--- src/rtl/operand_fetch.sv ---
// Operand-fetch stage for an RV32I add/sub/addi subset: register file with
// writeback bypass, decode, and a single-entry valid/ready output register.
module operand_fetch #(
  parameter bit CLEAR_RF_ON_RESET = 1'b1
) (
  input  logic        clk,
  input  logic        rst,
  input  logic        instr_valid,
  input  logic [31:0] instr,
  output logic        instr_ready,
  input  logic        flush,
  input  logic        wb_en,
  input  logic [4:0]  wb_rd,
  input  logic [31:0] wb_data,
  input  logic        ex_ready,
  output logic        ex_valid,
  output logic [31:0] data_r1,
  output logic [31:0] data_r2,
  output logic        ALUControl,
  output logic [4:0]  ex_rd,
  output logic        ex_we,
  output logic        illegal
);

  logic [31:0] rf_q [32];
  logic [31:0] rf_d [32];

  logic        ex_valid_q, ex_valid_d;
  logic        illegal_q, illegal_d;
  logic [31:0] data_r1_q, data_r1_d;
  logic [31:0] data_r2_q, data_r2_d;
  logic        alu_control_q, alu_control_d;
  logic [4:0]  ex_rd_q, ex_rd_d;
  logic        ex_we_q, ex_we_d;

  logic [6:0]  opcode;
  logic [2:0]  funct3;
  logic [6:0]  funct7;
  logic [4:0]  rs1, rs2, rd;
  logic        is_add, is_sub, is_addi, is_legal;
  logic        wb_hit, accept;
  logic [31:0] rs1_val, rs2_val, imm_sext;

  assign opcode   = instr[6:0];
  assign rd       = instr[11:7];
  assign funct3   = instr[14:12];
  assign rs1      = instr[19:15];
  assign rs2      = instr[24:20];
  assign funct7   = instr[31:25];
  assign imm_sext = {{20{instr[31]}}, instr[31:20]};

  assign is_add   = (opcode == 7'b0110011) && (funct3 == 3'b000) && (funct7 == 7'b0000000);
  assign is_sub   = (opcode == 7'b0110011) && (funct3 == 3'b000) && (funct7 == 7'b0100000);
  assign is_addi  = (opcode == 7'b0010011) && (funct3 == 3'b000);
  assign is_legal = is_add || is_sub || is_addi;

  assign wb_hit      = wb_en && (wb_rd != 5'd0);
  assign instr_ready = !ex_valid_q || ex_ready;
  assign accept      = instr_valid && instr_ready && !flush;

  // Reads forward the same-cycle writeback so the operand never sees a stale entry.
  assign rs1_val = (rs1 == 5'd0) ? 32'd0 : (wb_hit && (wb_rd == rs1)) ? wb_data : rf_q[rs1];
  assign rs2_val = (rs2 == 5'd0) ? 32'd0 : (wb_hit && (wb_rd == rs2)) ? wb_data : rf_q[rs2];

  always_comb begin
    rf_d = rf_q;
    if (wb_hit) begin
      rf_d[wb_rd] = wb_data;
    end
  end

  always_comb begin
    ex_valid_d    = ex_valid_q;
    illegal_d     = 1'b0;
    data_r1_d     = data_r1_q;
    data_r2_d     = data_r2_q;
    alu_control_d = alu_control_q;
    ex_rd_d       = ex_rd_q;
    ex_we_d       = ex_we_q;
    if (flush) begin
      ex_valid_d = 1'b0;
    end else if (accept) begin
      ex_valid_d    = is_legal;
      illegal_d     = !is_legal;
      data_r1_d     = rs1_val;
      data_r2_d     = is_addi ? imm_sext : rs2_val;
      alu_control_d = is_sub;
      ex_rd_d       = rd;
      ex_we_d       = is_legal && (rd != 5'd0);
    end else if (ex_ready) begin
      ex_valid_d = 1'b0;
    end
  end

  // Reset also blocks any writeback in the same cycle.
  always_ff @(posedge clk) begin
    if (rst) begin
      if (CLEAR_RF_ON_RESET) begin
        for (int i = 0; i < 32; i++) begin
          rf_q[i] <= 32'd0;
        end
      end
    end else begin
      rf_q <= rf_d;
    end
  end

  always_ff @(posedge clk) begin
    if (rst) begin
      ex_valid_q    <= 1'b0;
      illegal_q     <= 1'b0;
      data_r1_q     <= 32'd0;
      data_r2_q     <= 32'd0;
      alu_control_q <= 1'b0;
      ex_rd_q       <= 5'd0;
      ex_we_q       <= 1'b0;
    end else begin
      ex_valid_q    <= ex_valid_d;
      illegal_q     <= illegal_d;
      data_r1_q     <= data_r1_d;
      data_r2_q     <= data_r2_d;
      alu_control_q <= alu_control_d;
      ex_rd_q       <= ex_rd_d;
      ex_we_q       <= ex_we_d;
    end
  end

  assign ex_valid   = ex_valid_q;
  assign illegal    = illegal_q;
  assign data_r1    = data_r1_q;
  assign data_r2    = data_r2_q;
  assign ALUControl = alu_control_q;
  assign ex_rd      = ex_rd_q;
  assign ex_we      = ex_we_q;

endmodule

--- config.mk ---
export PLATFORM = sky130hd
export DESIGN_NAME = operand_fetch
export DESIGN_NICKNAME = d
export VERILOG_FILES = /design/src/rtl/operand_fetch.sv
export SDC_FILE = /design/constraint.sdc
export NUM_CORES = 2
export LEC_CHECK = 0
export ABC_AREA = 1
export CAP_MARGIN = 10
export CORE_ASPECT_RATIO = 1.5
export CORE_MARGIN = 10
export CORE_UTILIZATION = 55
export DETAILED_ROUTE_END_ITERATION = 6
export PLACE_DENSITY = 0.75
export SLEW_MARGIN = 20
export SYNTH_ARGS = -nofsm -noshare
export SYNTH_HDL_FRONTEND = slang
export SYNTH_SLANG_ARGS = --single-unit
--- constraint.sdc ---
create_clock -name clk -period 4.4 [get_ports clk]
set_clock_uncertainty 0.1 [all_clocks]
set_input_delay 1.32 -clock clk [delete_from_list [all_inputs] [get_ports clk]]
set_output_delay 1.32 -clock clk [all_outputs]
set_load 0.01 [all_outputs]
==> flow_summary.json <==
{
  "min_path_type": "register to register",
  "wire_per_inst_um": 22.97,
  "dieWidth_um": 282.3,
  "ys_ff_latch": 1097,
  "total_power_mw": 22.81,
  "max_slew.worst_pin.slew_ns": 1.004,
  "finalSetupTns_ns": 0,
  "yosysTopAreaCellShare_pct": 38.69,
  "critPathArrivalTime_ns": 2.45,
  "grt_pass1_wl_um": 334000,
  "setup.worst_path.end_class": "primary output",
  "die_area_um2": 116700,
  "num_rows": 144,
  "crit_path_start": "ex_ready",
  "clock_path_buffers": 3,
  "cts.clk_slew.worst_paths_ns": 0.06,
  "seq_power_share_pct": 44.8,
  "combPwrFrac_pct": 13.0,
  "cts-root-buf": "clkbuf_16",
  "avgSynthCellArea_um2": 6.521,
  "hold_viol": 0,
  "min_period_ns": 3.870,
  "r2r_start": "ex_valid",
  "synth.distinct_cells": 28,
  "wl_um": 223000,
  "drive_above_1_share_pct": 5.413,
  "dp_hpwl_um": 123900,
  "area_growth_pct": 9.925,
  "htree_levels": 3,
  "drt_first_pass_iters": 7,
  "cts_tree": "built",
  "coreArea_um2": 102500,
  "fmax_mhz": 258.4,
  "gp_routability_congestion": 0.9107,
  "grt_usage_pct": 36.61,
  "ys_warn_count": 0,
  "postRouteAntennaNets": 0,
  "hp-start": "rf_q[1016]",
  "fin_crit_sh_pct": 87.95,
  "slew_headroom_pct": 32.99,
  "netlist_top_cells_area": "dfxtp_1, nand2_1, a21oi_1",
  "pin_count": 149,
  "clkPwrFrac_pct": 42.3,
  "holdWs_ns": 0.3389,
  "status": "complete, no violations",
  "syn-num-nets": 8779,
  "grt_pass1_vias": 56690,
  "syn_area_um2": 56750,
  "rsz0062_at_grt": "no",
  "clock-sinks": 1097,
  "viasPerCell": 6.411,
  "crit_path_max_fanout": 2,
  "post_cts_resized": 0,
  "powerDensity_nw_per_um2": 365.6,
  "clkLatencyLatePin_ns": 0.72,
  "cts.repair_timing.setup_buffer_count": 0,
  "power_switching_mw": 6.351,
  "layout.nets": 8377,
  "drt_iter0_markers": 9153,
  "start_util_pct": 55.36,
  "start_kind": "primary input",
  "portBuffers": 148,
  "internal_power_mw": 16.46,
  "drc_errors": 0,
  "vias": 62240,
  "layout_common_cells": "nand2_1, a21oi_1, dfxtp_1",
  "layout_commonest_cell": "nand2_1",
  "cts_hold_buffers": 0,
  "syn_inst": 8704,
  "leakage_nw": 24.27,
  "antenna_found_initial": 9,
  "die-height_um": 413.4,
  "ys_seq_area_share_pct": 38.69,
  "p_sw_share_pct": 27.84,
  "grt_max_degree": 149,
  "peakVddDrop_v": 0.0003067,
  "final-setup-viol-count": 0,
  "grt-ovfl-total": 0,
  "required_ns": 2.98,
  "critPathKind": "primary input to primary output",
  "max_cap_viol_count": 0,
  "numCtsBuffers": 103,
  "synth_top_area_cell": "dfxtp_1",
  "finalMaxSlewViolations": 0
}
==> routing by layer <==
metal | wire length, um | up-vias | global-route usage [%] | share of wire [%]
li1 | - | 28530 | - | -
met1 | 80930 | 28350 | 45.02 | 36
met2 | 95080 | 4310 | 55.74 | 43
met3 | 29700 | 1046 | 8.587 | 13
met4 | 17220 | 6 | 26.21 | 7.7
met5 | 42 | - | 0 | 0.019
==> worst paths after layout <==
kind / slack [ns] / depth (start not counted) / end
setup / recovery: 0.53 / 4 / instr_ready
hold / removal: 0.34 / 2 / rf_q[1016]
setup reg to reg: 2.19 / 12 / data_r1[3]
hold reg to reg: 0.34 / 2 / rf_q[1016]
==> logic make-up (layout without fill, tap and decap cells) <==
| logic type | after synthesis | after routing | share of synthesized area (%) |
|---|---|---|---|
| buffers and inverters | 1295 | 978 | 9.332 |
| and+or+nand+nor | 3240 | 3240 | 23.51 |
| xor gates and xnor gates | 6 | 6 | 0.09261 |
| DFF | 1097 | 1097 | 38.69 |
| other | 0 | 7 | 0 |
| AOI/OAI and AO/OA | 3066 | 3066 | 28.37 |
==> cell type report <==
class	count	area [um2]
fill	9395	40130
multi-input combinational	6312	29610
sequential	1097	21960
timing repair buffer	344	3871
clock buffer	146	3043
inverter	444	1692
tap	1314	1644
clock inverter	44	549.3
antenna	7	17.52
==> synth_stat cells <==
cell type and count:
a21oi_1 1521, nand2_1 2155, clkbuf_1 467, o211ai_1 298, or2_1 1, a21boi_0 1, inv_2 23, o21ai_0 452
buf_4 5, xor2_1 3, nor4b_1 1, buf_1 46, nor3_2 4, inv_1 420, nand3_1 727, nand3b_1 1
dfxtp_1 1097, nand3_4 3, clkinv_1 1, o21ai_1 793, nor2_1 300, nand4_1 3, nor3_1 12, a22oi_2 1
xnor2_1 3, buf_2 333, nor2_2 15, nor2_4 18
==> power by group through the flow <==
stage,Clock (mW),Combinational [mW],Sequential (mW)
finish,9.65,2.96,10.2
global route,10.0,3.14,10.2
CTS,9.67,2.84,10.2
detailed placement,0,2.83,10.4
global placement,0,2.80,10.4
floorplan,0,1.80,10.4
==> critical path: stages <==
cell,delay (ns)
clkdlybuf4s50_1,0.45
nor2_1,0.05
inv_1,0.08
clkdlybuf4s50_1,0.54
==> per-stage QoR <==
step	worst slack [ns]	util [%]	std cells	area [um2]
CTS	0.5254	60.84	9701	62370
detailed placement	0.4415	57.33	9511	58780
finish	0.5303	60.85	9708	62390
global route	0.4694	60.85	9705	62380
floorplan	1.462	-	8704	56750
global placement	0.5298	57.33	9511	58780
==> registers in the layout, indices dropped and copies added (netlist names) <==
name / cells
ex_valid: 1
ex_we: 1
data_r1: 32
data_r2: 32
ex_rd: 5
ALUControl: 1
illegal: 1
rf_q: 1024
No activity file was read; power rests on OpenSTA's default activity.
